## src/rtl/max_unpooling_if.sv

```systemverilog
// Handshake bundle for the max_unpooling block: the pooled-value input stream
// (value + argmax tag) and the reconstructed-pixel output stream.
interface max_unpooling_if #(
    parameter int DATA_W = 4
);
    logic              in_valid;
    logic              in_ready;
    logic [DATA_W-1:0] in_data;
    logic [1:0]        in_idx;
    logic              out_valid;
    logic              out_ready;
    logic [DATA_W-1:0] out_data;
    logic              out_last;

    modport master (
        output in_valid, in_data, in_idx, out_ready,
        input  in_ready, out_valid, out_data, out_last
    );

    modport slave (
        input  in_valid, in_data, in_idx, out_ready,
        output in_ready, out_valid, out_data, out_last
    );
endinterface

```

## src/rtl/max_unpooling.sv

```systemverilog
// Streaming 2x2 max-unpooling: four pooled beats (value + argmax position) are
// scattered into a 4x4 frame buffer, then the 16 pixels are emitted row-major.
// Optional build macro UNPOOL_NEAREST_EN: nearest-neighbour fill of the whole
// window instead of argmax scatter (handshake and timing unchanged).
module max_unpooling #(
    parameter int DATA_W = 4
) (
    input  logic             clk,
    input  logic             rst_n,
    max_unpooling_if.slave   bus,
    output logic             busy
);
    typedef enum logic {
        LOAD = 1'b0,
        EMIT = 1'b1
    } state_t;

    state_t            state_q, state_d;
    logic [1:0]        win_q;
    logic [3:0]        pix_q;
    logic              in_ready_q;
    logic              out_valid_q;
    logic [DATA_W-1:0] frame_q [16];
    logic              in_fire;
    logic              out_fire;

    // Buffer address of sub-cell `sub` (row offset in bit 1, column in bit 0)
    // inside quadrant `win`: row = {win[1], sub[1]}, col = {win[0], sub[0]}.
    function automatic logic [3:0] cell_index(input logic [1:0] win,
                                              input logic [1:0] sub);
        return {win[1], sub[1], win[0], sub[0]};
    endfunction

    // Value written into one sub-cell of the current window.
    function automatic logic [DATA_W-1:0] cell_value(input logic [1:0]        sub,
                                                     input logic [DATA_W-1:0] data,
                                                     input logic [1:0]        idx);
`ifdef UNPOOL_NEAREST_EN
        logic [1:0] unused_sel;
        unused_sel = sub ^ idx;
        return (unused_sel == unused_sel) ? data : '0;
`else
        return (sub == idx) ? data : '0;
`endif
    endfunction

    assign in_fire  = bus.in_valid & in_ready_q;
    assign out_fire = out_valid_q & bus.out_ready;

    // Next-state: LOAD leaves on the 4th accept, EMIT leaves on the 16th transfer.
    always_comb begin
        state_d = state_q;
        case (state_q)
            LOAD: if (in_fire && win_q == 2'd3) state_d = EMIT;
            EMIT: if (out_fire && pix_q == 4'd15) state_d = LOAD;
            default: state_d = LOAD;
        endcase
    end

    // State, registered handshake flags and the window/pixel counters.
    always_ff @(posedge clk or negedge rst_n) begin
        if (!rst_n) begin
            state_q     <= LOAD;
            in_ready_q  <= 1'b0;
            out_valid_q <= 1'b0;
            win_q       <= 2'd0;
            pix_q       <= 4'd0;
        end else begin
            state_q     <= state_d;
            in_ready_q  <= (state_d == LOAD);
            out_valid_q <= (state_d == EMIT);
            if (in_fire) win_q <= win_q + 2'd1;
            if (out_fire) pix_q <= pix_q + 4'd1;
        end
    end

    // Each accepted beat rewrites all four cells of its window, so no frame clear is needed.
    always_ff @(posedge clk or negedge rst_n) begin
        if (!rst_n) begin
            for (int i = 0; i < 16; i++) frame_q[i] <= '0;
        end else if (in_fire) begin
            for (int s = 0; s < 4; s++)
                frame_q[cell_index(win_q, 2'(s))] <= cell_value(2'(s), bus.in_data, bus.in_idx);
        end
    end

    assign bus.in_ready  = in_ready_q;
    assign bus.out_valid = out_valid_q;
    assign bus.out_data  = frame_q[pix_q];
    assign bus.out_last  = (pix_q == 4'd15);
    assign busy          = (state_q == EMIT) | (win_q != 2'd0);
endmodule

```

## src/flat_wrapper.sv

```systemverilog
// flat-port wrapper written by rule: the top's interface ports become plain ports
module max_unpooling_flat 
#(
    parameter int DATA_W = 4
)
  (clk, rst_n, busy, bus_in_valid, bus_in_data, bus_in_idx, bus_out_ready, bus_in_ready, bus_out_valid, bus_out_data, bus_out_last);
  max_unpooling_if #(.DATA_W(DATA_W)) bus_i ();
  input  logic clk;
  input  logic rst_n;
  output logic busy;
  input wire logic [$bits(bus_i.in_valid)-1:0] bus_in_valid;
  input wire logic [$bits(bus_i.in_data)-1:0] bus_in_data;
  input wire logic [$bits(bus_i.in_idx)-1:0] bus_in_idx;
  input wire logic [$bits(bus_i.out_ready)-1:0] bus_out_ready;
  output wire logic [$bits(bus_i.in_ready)-1:0] bus_in_ready;
  output wire logic [$bits(bus_i.out_valid)-1:0] bus_out_valid;
  output wire logic [$bits(bus_i.out_data)-1:0] bus_out_data;
  output wire logic [$bits(bus_i.out_last)-1:0] bus_out_last;
  assign bus_i.in_valid = bus_in_valid;
  assign bus_i.in_data = bus_in_data;
  assign bus_i.in_idx = bus_in_idx;
  assign bus_i.out_ready = bus_out_ready;
  assign bus_in_ready = bus_i.in_ready;
  assign bus_out_valid = bus_i.out_valid;
  assign bus_out_data = bus_i.out_data;
  assign bus_out_last = bus_i.out_last;
  max_unpooling #(.DATA_W(DATA_W)) u_core (.clk(clk), .rst_n(rst_n), .bus(bus_i), .busy(busy));
endmodule
```

## config.mk

```make
export PLATFORM = sky130hd
export DESIGN_NAME = max_unpooling_flat
export DESIGN_NICKNAME = d
export VERILOG_FILES = /design/src/rtl/max_unpooling_if.sv /design/src/rtl/max_unpooling.sv /design/src/flat_wrapper.sv
export SDC_FILE = /design/constraint.sdc
export NUM_CORES = 1
export LEC_CHECK = 0
export BUFFER_PORTS_ARGS = -buffer_cell sky130_fd_sc_hd__buf_4
export CAP_MARGIN = 20
export CORE_UTILIZATION = 45
export CTS_BUF_LIST = sky130_fd_sc_hd__clkbuf_16
export CTS_CLUSTER_DIAMETER = 50
export DETAILED_ROUTE_END_ITERATION = 6
export PLACE_DENSITY = 0.69
export REMOVE_ABC_BUFFERS = 1
export SYNTH_ARGS = -nofsm -noshare
export SYNTH_HDL_FRONTEND = slang
export SYNTH_SLANG_ARGS = --single-unit
```

## constraint.sdc

```tcl
create_clock -name clk -period 4.6 [get_ports clk]
set_clock_uncertainty 0.15 [all_clocks]
set_input_delay 0.92 -clock clk [delete_from_list [all_inputs] [get_ports clk]]
set_output_delay 0.92 -clock clk [all_outputs]
set_load 0.1 [all_outputs]
```

==> results.cfg <==
[floorplanning]
die_width_um = 86.6
die_h_um = 86.6
core_um2 = 6830
start_util = 0.471
rows = 30
io-pin-count = 18
die_area_um2 = 7490

[clocking]
clock_tree.buffer_depth = 2
numCtsBuffers = 9
clock_sinks = 72
htree_levels = 3
clockRootBuffer = clkbuf_16
tritoncts = yes
post-cts-setup-buffers = 0
path_clk_slew_ps = 50
clock_latency_ps = 330
cts.repair.resized = 0
cts_hold_buf = 0

[drt]
vias = 2255
drc = 0
dr.pass1.iters = 4
ant_nets = 0
routed_wl_um = 6860
wire_per_inst_um = 16.4
drt_iter0_drc = 195
viasPerCell = 5.41

[critical_path]
path_cells = buf_4, mux4_2, nand3_1, nand3_1, buf_4
slowest_stage = dfrtp_1
crit_path_start = u_core.pix_q[0]
path_class = reg2out
cp_top_family = flip-flops
crit_buf_inv = 2
start_kind = flop
worst_ep_required_time_ps = 3530
r2r_start = u_core.pix_q[0]
cp.arrival_ps = 2380
critPathCaptureType = output pin
crit_fanout = 14
cpPeakStageDelay_ps = 850

[sta]
rsz0062_at_grt = false
fin_crit_ps = 3450
setup_violations = 0
fin_ws_ps = 1150
drv_slew = 0
worstMarginPinSlew_ps = 890
fmax_mhz = 290
tns_ps = 0
period_share = 0.749
whs_ps = 334
finalHoldViolations = 0
relSlewSlack = 0.406

[final_layout]
antenna_cells = 0
layout-drive-gt1-share = 0.159
syn_to_final_growth_pct = 17.7
nNetsFinal = 331

[yosys]
seq_area_frac_synth = 0.560
yosysTopAreaCell = dfrtp_1
syn_area_um2 = 3220
synth_top_area_share = 0.560
synth_area_leaders = dfrtp_1 56%, o21ai_1 10%, nand2_1 9.6%
avgSynthCellArea_um2 = 10.7
ys_types = 22
synth_seq_cells = 72
synthCells = 300
synth-warning-count = 0

[power_and_ir_drop]
p_leak_nw = 1.69
p_per_area_nw_per_um2 = 769
power_w = 0.00291
ir_drop_v = 0.000231

[global_route]
antenna_found_initial = 0
grt_max_degree = 73
grt_pass1_vias = 2230
grt_use_total = 0.209
grt_first_pass_wirelength_um = 11500
grt.overflow.total = 0

[place]
place.gp.congestion = 0.748
pre_cts_ws_ps = 1440
dp.final_hpwl_um = 4380
io_buffers = 17

[hold_path]
min_path_type = reg2reg
worstHoldStart = u_core.frame_q[40]

[status]
status = finished, final reports clean

[job]
maxCapViolations = 0
-- worst paths after layout --
path | end | slack [ps] | cells after the start
setup / recovery | bus_out_data[0] | 1150 | 5
hold / removal | u_core.frame_q[40] | 330 | 2
setup reg to reg | u_core.pix_q[1] | 2720 | 3
hold reg to reg | u_core.frame_q[40] | 330 | 2
max in group asynchronous | u_core.frame_q[18] | 3160 | 1
min in group asynchronous | u_core.bus.in_ready | 570 | 1
-- state kept, by name, summed over array words and instances, names as in the netlist --
signal,count
u_core.win_q,2
u_core.pix_q,4
u_core.state_q,1
u_core.frame_q,64
u_core.bus.in_ready,1
-- cells in the mapped netlist (all sizes together) --
master / count
nand2: 82
dfrtp: 72
o21ai: 64
nand3: 19
mux4: 16
clkbuf: 12
buf: 6
ha: 5
a22oi: 4
inv: 4
nor2b: 4
nor2: 3
xnor2: 3
mux2: 2
and3: 1
nand2b: 1
o22ai: 1
xor2: 1
-- cell families after synthesis --
kind of cell,count (synthesis),share of synthesized area
flops,72,0.560
simple gates,110,0.140
fa+ha+maj,5,0.0194
buf+inv,22,0.0346
xor+xnor,4,0.0109
mux,18,0.124
compound gates,69,0.111
-- cells in the final DEF (no fill, tap or decap), types with 4 or more instances in the layout --
cell type / instances
nand2_1: 82
clkbuf_16: 9
ha_1: 5
nand3_1: 19
inv_1: 5
buf_4: 20
mux4_2: 12
o21ai_1: 64
a22oi_1: 4
nor2b_1: 4
mux4_1: 4
dfrtp_1: 72
-- per-stage QoR --
step / instances / util / instance area [µm²]
2_1_floorplan: 282 / - / 3120
3_5_place_dp: 398 / 0.496 / 3390
3_3_place_gp: 398 / 0.496 / 3390
4_1_cts: 414 / 0.546 / 3730
6_report: 417 / 0.554 / 3780
5_1_grt: 417 / 0.554 / 3780
-- report_power, final --
part           leakage, nW  switching (W)  internal [W]
Sequential           0.960       0.000238      0.000894
Combinational        0.568       0.000601      0.000397
Clock                0.167       0.000255      0.000525
Total                 1.69        0.00109       0.00182
-- per-layer routing --
layer | GRT usage | routed length (µm) | up-vias
li1 | - | - | 1081
met1 | 0.298 | 3200 | 1107
met2 | 0.310 | 3250 | 54
met3 | 0.0495 | 274 | 13
met4 | 0.0879 | 137 | 0
met5 | 0 | 0 | -
-- worst min-delay path, stage by stage, from the launching register on --
cell     delay, ps
dfrtp_1        330
nand2_1         50
o21ai_1         60
-- final cells by class --
type,instances,area (µm²)
sequential,72,1800
multi-input combinational,206,1300
clock buffer,9,225
fill,600,3050
clock inverter,7,111
tap,96,120
timing repair buffer,23,208
inverter,4,15.0
Power figures use the tool's default switching activity.
